==> src/rtl/placar_display.sv <==
// ============================================================================
// Module   : placar_display
// Purpose  : Scoreboard for a battleship-style game. Counts hits (acertos)
//            and remaining shots (restantes) as 2-digit BCD, tracks the
//            game outcome, and drives a 4-digit multiplexed 7-segment
//            display (active-low).
// Ports    : clock      - system clock, rising edge
//            reset      - asynchronous active-high reset
//            enable     - high while the game is in its attack phase
//            tiro       - one-clock pulse for a confirmed attack
//            acerto     - hit flag, only looked at while tiro is high
//            digito     - active-low digit selects, bit0 = rightmost digit
//            segmentos  - active-low segments, bit6 = a .. bit0 = g
//            dp         - active-low decimal point
//            fim_jogo   - high in VITORIA or DERROTA
//            vitoria    - high only in VITORIA
// Options  : PISCAR_FIM_EN - when defined, the display blinks in the end
//            states using an extended scan counter.
// Revision : 1.0 - initial release
// ============================================================================
`default_nettype none

module placar_display #(
   parameter int MAX_TIROS   = 15,
   parameter int TOTAL_ALVOS = 8,
   parameter int DIV_BITS    = 15
) (
   input  logic       clock,
   input  logic       reset,
   input  logic       enable,
   input  logic       tiro,
   input  logic       acerto,
   output logic [3:0] digito,
   output logic [6:0] segmentos,
   output logic       dp,
   output logic       fim_jogo,
   output logic       vitoria
);

   localparam logic [3:0] c_max_t = 4'(MAX_TIROS / 10);
   localparam logic [3:0] c_max_u = 4'(MAX_TIROS % 10);
   localparam logic [3:0] c_alv_t = 4'(TOTAL_ALVOS / 10);
   localparam logic [3:0] c_alv_u = 4'(TOTAL_ALVOS % 10);

`ifdef PISCAR_FIM_EN
   // Six extra bits above the digit select provide the blink period.
   localparam int c_scan_w = DIV_BITS + 8;
`else
   localparam int c_scan_w = DIV_BITS + 2;
`endif

   typedef enum logic [1:0] {
      OCIOSO  = 2'd0,
      JOGANDO = 2'd1,
      VITORIA = 2'd2,
      DERROTA = 2'd3
   } state_t;

   state_t               r_state, w_state_nxt;
   logic [3:0]           r_ac_t, r_ac_u, r_re_t, r_re_u;
   logic [3:0]           w_ac_t_nxt, w_ac_u_nxt, w_re_t_nxt, w_re_u_nxt;
   logic [3:0]           w_inc_t, w_inc_u, w_dec_t, w_dec_u;
   logic [c_scan_w-1:0]  r_scan;
   logic                 r_fim, r_vit;
   logic [1:0]           w_sel;
   logic [3:0]           w_val;
   logic [6:0]           w_seg;
   logic                 w_blank;

   // BCD increment of acertos and decrement of restantes
   always_comb begin
      w_inc_t = r_ac_t;
      w_inc_u = r_ac_u + 4'd1;
      if (r_ac_u == 4'd9) begin
         w_inc_u = 4'd0;
         w_inc_t = r_ac_t + 4'd1;
      end
      w_dec_t = r_re_t;
      w_dec_u = r_re_u - 4'd1;
      if (r_re_u == 4'd0) begin
         w_dec_u = 4'd9;
         w_dec_t = r_re_t - 4'd1;
      end
   end

   // Next-state and next-counter logic
   always_comb begin
      w_state_nxt = r_state;
      w_ac_t_nxt  = r_ac_t;
      w_ac_u_nxt  = r_ac_u;
      w_re_t_nxt  = r_re_t;
      w_re_u_nxt  = r_re_u;
      if (!enable) begin
         w_state_nxt = OCIOSO;
      end else begin
         case (r_state)
            OCIOSO: begin
               w_state_nxt = JOGANDO;
               w_ac_t_nxt  = 4'd0;
               w_ac_u_nxt  = 4'd0;
               w_re_t_nxt  = c_max_t;
               w_re_u_nxt  = c_max_u;
            end
            JOGANDO: begin
               if (tiro) begin
                  w_re_t_nxt = w_dec_t;
                  w_re_u_nxt = w_dec_u;
                  if (acerto) begin
                     w_ac_t_nxt = w_inc_t;
                     w_ac_u_nxt = w_inc_u;
                  end
                  // Victory is tested first so it wins on the last shot.
                  if ((w_ac_t_nxt == c_alv_t) && (w_ac_u_nxt == c_alv_u))
                     w_state_nxt = VITORIA;
                  else if ((w_re_t_nxt == 4'd0) && (w_re_u_nxt == 4'd0))
                     w_state_nxt = DERROTA;
               end
            end
            default: w_state_nxt = r_state;
         endcase
      end
   end

   always_ff @(posedge clock or posedge reset) begin
      if (reset) begin
         r_state <= OCIOSO;
         r_ac_t  <= 4'd0;
         r_ac_u  <= 4'd0;
         r_re_t  <= 4'd0;
         r_re_u  <= 4'd0;
         r_scan  <= '0;
         r_fim   <= 1'b0;
         r_vit   <= 1'b0;
      end else begin
         r_state <= w_state_nxt;
         r_ac_t  <= w_ac_t_nxt;
         r_ac_u  <= w_ac_u_nxt;
         r_re_t  <= w_re_t_nxt;
         r_re_u  <= w_re_u_nxt;
         r_scan  <= r_scan + 1'b1;
         // Decoded from the next state so the flags line up with r_state.
         r_fim   <= (w_state_nxt == VITORIA) || (w_state_nxt == DERROTA);
         r_vit   <= (w_state_nxt == VITORIA);
      end
   end

   assign fim_jogo = r_fim;
   assign vitoria  = r_vit;

   // Display multiplexing, decoded from registered state only
   assign w_sel = r_scan[DIV_BITS+1:DIV_BITS];

   always_comb begin
      w_blank = (r_state == OCIOSO);
`ifdef PISCAR_FIM_EN
      if (((r_state == VITORIA) || (r_state == DERROTA)) && r_scan[DIV_BITS+7])
         w_blank = 1'b1;
`endif
   end

   always_comb begin
      case (w_sel)
         2'd0:    w_val = r_re_u;
         2'd1:    w_val = r_re_t;
         2'd2:    w_val = r_ac_u;
         default: w_val = r_ac_t;
      endcase
   end

   always_comb begin
      case (w_val)
         4'd0:    w_seg = 7'b0000001;
         4'd1:    w_seg = 7'b1001111;
         4'd2:    w_seg = 7'b0010010;
         4'd3:    w_seg = 7'b0000110;
         4'd4:    w_seg = 7'b1001100;
         4'd5:    w_seg = 7'b0100100;
         4'd6:    w_seg = 7'b0100000;
         4'd7:    w_seg = 7'b0001111;
         4'd8:    w_seg = 7'b0000000;
         4'd9:    w_seg = 7'b0000100;
         default: w_seg = 7'b1111111;
      endcase
   end

   always_comb begin
      digito    = 4'b1111;
      segmentos = 7'b1111111;
      dp        = 1'b1;
      if (!w_blank) begin
         digito    = ~(4'b0001 << w_sel);
         segmentos = w_seg;
         dp        = ~(r_state == VITORIA);
      end
   end

endmodule

`default_nettype wire

==> config.mk <==
export PLATFORM = sky130hd
export DESIGN_NAME = placar_display
export DESIGN_NICKNAME = d
export VERILOG_FILES = /design/src/rtl/placar_display.sv
export SDC_FILE = /design/constraint.sdc
export NUM_CORES = 1
export LEC_CHECK = 0
export BUFFER_PORTS_ARGS = -buffer_cell sky130_fd_sc_hd__buf_2
export CORE_AREA = 2 2 88 48
export CTS_CLUSTER_DIAMETER = 40
export DETAILED_ROUTE_END_ITERATION = 8
export DIE_AREA = 0 0 90 50
export GPL_TIMING_DRIVEN = 0
export PLACE_DENSITY_LB_ADDON = 0.05
export SLEW_MARGIN = 20
export SYNTH_ARGS = -nofsm -noshare
export SYNTH_HDL_FRONTEND = slang
export SYNTH_SLANG_ARGS = --single-unit
==> constraint.sdc <==
create_clock -name clock -period 3.75 [get_ports clock]
set_input_delay 0.75 -clock clock [delete_from_list [all_inputs] [get_ports clock]]
set_output_delay 0.75 -clock clock [all_outputs]
set_load 0.01 [all_outputs]
==> Yosys cells after proc, flatten, opt, wreduce, memory -nomap -nowiden <==
Memories as Yosys holds them, arrays and structs flattened.
Cells that the tools add are included.
W data, S select, Z words.
{ "op_classes": {"reduce_logical": 11, "eq_ne": 9, "n_addsub": 5, "shifts": 1, "bitwise_logic": 2, "mux": 29} }
{ "ops": {"columns": ["op", "count"], "rows": [
  ["$mux W4", 17],
  ["$pmux W4 S2", 4],
  ["$add A17 B1 Y17 const B", 1],
  ["$logic_not A4 Y1", 4],
  ["$pmux W4 S3", 1],
  ["$add A4 B1 Y4 const B", 2],
  ["$eq A2 B2 Y1 const B", 4],
  ["$eq A4 B4 Y1 const B", 2],
  ["$mux W2", 4],
  ["$sub A4 B1 Y4 const B", 2],
  ["$mux W7", 1],
  ["$eq A2 B1 Y1 const B", 2],
  ["$logic_not A2 Y1", 2],
  ["$not A4 Y4", 1],
  ["$pmux W2 S2", 1],
  ["$shl A1 B2 Y4 const A", 1],
  ["$reduce_and A3 Y1", 1],
  ["$logic_and A1 B1 Y1", 2],
  ["$ne A2 B2 Y1 const B", 1],
  ["$reduce_bool A2 Y1", 1],
  ["$logic_or A1 B1 Y1", 1],
  ["$mux W1", 1],
  ["$not A1 Y1", 1]
]} }
{ "totals": {"reg_bits": 37, "wordCells": 66, "romBits": 112, "n_memories": 1, "out_inout_bits": 14} }
{ "memory_table": {"columns": ["name", "words", "width", "read_ports", "rd_ports_with_merged_regs", "write_ports", "line_no", "source"], "rows": [
  ["(no name shown)", 16, 7, 1, 0, 0, "171", "case (w_val)"]
]} }

==> Depth between registers and ports, before layout <==
{ "logic_depth": {"word_depth": 14, "mapped_depth": 7, "ltp_nobuf": 7} }

==> Worst setup path before layout <==
Ideal clock, no wire load.
{ "synth_path": {"path_kind": "reg-to-output", "from": "register r_scan[15]", "to": "output segmentos[3]", "n_path_buf": 1, "path_stages_with_launch": 8, "path_slack_ps": 1161, "t_arrival_ps": 1839, "required_ps": 3000, "cell_sequence": "dfrtp_1 > buf_2 > mux4_2 > inv_2 > ha_1 > nor2b_1 > a21oi_1 > o21ai_0"} }
{ "synth_via": {"elab_chain_len": 4} }
{ "synth_rtl": {"columns": ["item", "line_no", "source"], "rows": [
  ["from (decl)", "63", "logic [c_scan_w-1:0] r_scan;"],
  ["from (signal assigned)", "140", "r_scan <= r_scan + 1'b1;"],
  ["$eq A2 B2 Y1 (tied with other cells)", "162", "case (w_sel)"],
  ["$pmux W4 S3 *", "162", null],
  ["$mem_v2 Z16 W7 *", null, null],
  ["$mux W7 *", "190", "if (!w_blank) begin"],
  ["to (decl)", "34", "output logic [6:0] segmentos,"]
]} }
Every way passes the cells marked *; elsewhere a longest branch is shown, timed or not.

==> Worst setup path after layout <==
Same ends and word-level chain as after synthesis.

==> run metrics <==
status complete, no violations; fraction of registers with async set or reset after synthesis 1.00; FF-to-FF Start r_re_u[0]; detailed placement HPWL about 3.9 mm; root buf cell clkbuf_8; Fmax around 320 MHz; RSZ-0062 raised after global routing false; placed cells roughly 320; CP required around 3.0 ns; Highest Signal Layer met4; commonest non-fill, non-tap cell in the layout dfrtp_1; # IOs 19; DR pass1 iterations 4; Setup crit end kind primary output; Sum Neg Setup Slack 0 ns; Final Non-Filler Cells approximately 320; metal2 WL 2.02 mm; cell area power density slightly below 600 nW/µm²; Setup Crit Path Kind flip-flop to primary output; detailed-route via count ~1800; Gate power share 0.444; remaining global-route overflow 0; worst-path maximum fanout 10; CTS tree built; # diodes 0; Hold Buf Count CTS 0; largest net degree at the start of global routing 27; proportion of power drawn by flip-flops and latches 0.370; crit-path most repeated cell buf_2; global-route wire length before repair approximately 9 mm; clock tree sinks 37; VDD IR-drop max 0.352 mV; GP Congestion between 0.8 and 0.9; Final Hold Viols 0; Tcrit/Tclk final 0.824; max incr delay on CP ~0.6 ns; cell taking the most area after synthesis dfrtp_1; die area approximately 4500 µm²; Cell variety after synth between 40 and 50; drt total wl about 5.1 mm; Max-cap violations 0; Post-synth EDFFs 0; Nets between 200 and 300; Final ANT Viol Nets 0; maximum root-to-sink buffer count 2; P&R area growth vs syn 11.5%; die height 50 µm; Metal-1 WL approximately 2.7 mm; clock slew at reported path FFs 0.07 ns; #FFs+latches synth 37; Top FF cell, synth dfrtp_1; warnings from Yosys 0; Initial Util 0.617; CTS buffer count 5; Core Footprint about 3700 µm²; final setup violation count 0; Net Sw Frac 0.417; clock latency on the worst-skew pair 0.29 ns; # DRC 0; Layout Skew 0.00535 ns; number of global-route vias before repair 1772; Yosys top cell area share 0.403; Slew HR 0.394; Rows 16; HP Class primary input to async pin; Resized Gates After CTS 0; CP arrival roughly 2.3 ns; Via-to-Cell Ratio roughly 5.7; # port buffers 18; syn nets 260; Pins Over Slew Limit 0; Psw 0.635 mW; routed len/inst between 15 and 20 µm; worst-margin pin slew about 0.91 ns; Pint 0.890 mW; sequential fraction of the synthesis area 0.403; Setup Fix Bufs, Post-CTS 0; critical path's slowest cell mux4_2; share of cells above drive strength 1 0.175; CP startpoint r_scan[15]; H-tree Lvls 2; commonest cells after routing, fill and taps aside dfrtp_1 (37), buf_2 (23), nand2_1 (21), nor2_1 (18), o21ai_0 (16); gr usage total 0.260; Pleak around 1.2 nW; WL met3 402 µm; initial antenna violation count 0; drt initial violations 148; CP cell instances buf_2, mux4_2, inv_2, ha_1, nor2b_1, a21oi_1, o21ai_0, buf_2; CP Launch Type flip-flop; Mean Syn Cell Area about 9.5 µm²; Synth area leaders dfrtp_1 (40%), ha_1 (6.5%), xnor2_1 (4.2%), o21ai_0 (3.5%), nand2_1 (3.4%); fin crit period around 3 ns; power share of the clock group 0.187; Die X around 90 µm; Syn Inst Count 243; post-synthesis cell area between 2000 and 2500 µm²
## area by class of cell
class	instances	area, µm²
buffer	9	43.8
clock buffer	7	86.3
multi-input combinational	182	1270
tap	54	67.6
sequential	37	926
timing repair buffer	19	110
fill	310	1160
inverter	15	56.3
## power groups by stage
stage	clock network (mW)	logic [mW]	registers, mW
2_1_floorplan	0	0.505	0.537
3_3_place_gp	0	0.638	0.567
3_5_place_dp	0	0.667	0.568
4_1_cts	0.289	0.667	0.561
5_1_grt	0.310	0.763	0.578
6_report	0.285	0.677	0.564
## cell families after synthesis
family | share of synthesized area
simple gates | 0.210
compound gates | 0.145
xor+xnor | 0.0686
flops | 0.403
buf+inv | 0.0436
mux | 0.0648
fa+ha+maj | 0.0653
## synthesized netlist by cell type (all sizes together), types with 6 or more instances
| library cell | count |
|---|---|
| xor2 | 7 |
| nor2 | 18 |
| buf | 6 |
| inv | 15 |
| nand3 | 15 |
| or3 | 7 |
| ha | 12 |
| o21ai | 22 |
| xnor2 | 11 |
| a21oi | 9 |
| dfrtp | 37 |
| nand2 | 22 |
| mux2i | 7 |
| nor3 | 8 |
## sequential cells by signal, indices dropped and copies added (netlist names)
signal and count:
fim_jogo 1, r_ac_t 4, r_ac_u 4, r_re_t 4
r_re_u 4, r_scan 17, r_state 2, vitoria 1
## worst paths after layout
kind                       cells past startpoint  slack (ns)            to
min reg2reg                                    1        0.48     r_scan[6]
min                                            2        0.39    r_state[0]
min in group clock                             1        0.48     r_scan[6]
max in group asynchronous                      3        2.93     r_re_t[0]
max                                            8        0.66  segmentos[3]
max reg2reg                                    7        1.73    r_state[1]
## worst max-delay path, delay by kind of cell, from the launching register on
family,cells,cell delay (ns)
multiplexers,1,0.60
buffers and inverters,3,0.54
flip-flops,1,0.40
AO/OA/AOI/OAI,2,0.19
AND/OR/NAND/NOR,1,0.16
adder cells (fa/ha/maj),1,0.14
## stage by stage
step	hold slack, ns	setup slack [ns]	instance area [µm²]	util	total power [mW]
6_report	0.389	0.660	2560	0.688	1.53
5_1_grt	0.416	0.480	2560	0.688	1.65
4_1_cts	0.391	0.674	2560	0.688	1.52
2_1_floorplan	0.438	1.16	2300	-	1.04
3_5_place_dp	0.460	1.00	2480	0.665	1.23
3_3_place_gp	0.461	1.01	2460	0.660	1.20
## routing by layer
metal	up-vias	global-route usage
met5	-	0
met3	6	0.0795
li1	901	-
met2	51	0.352
met1	880	0.401
met4	0	0.0641
Power figures use the tool's default switching activity.
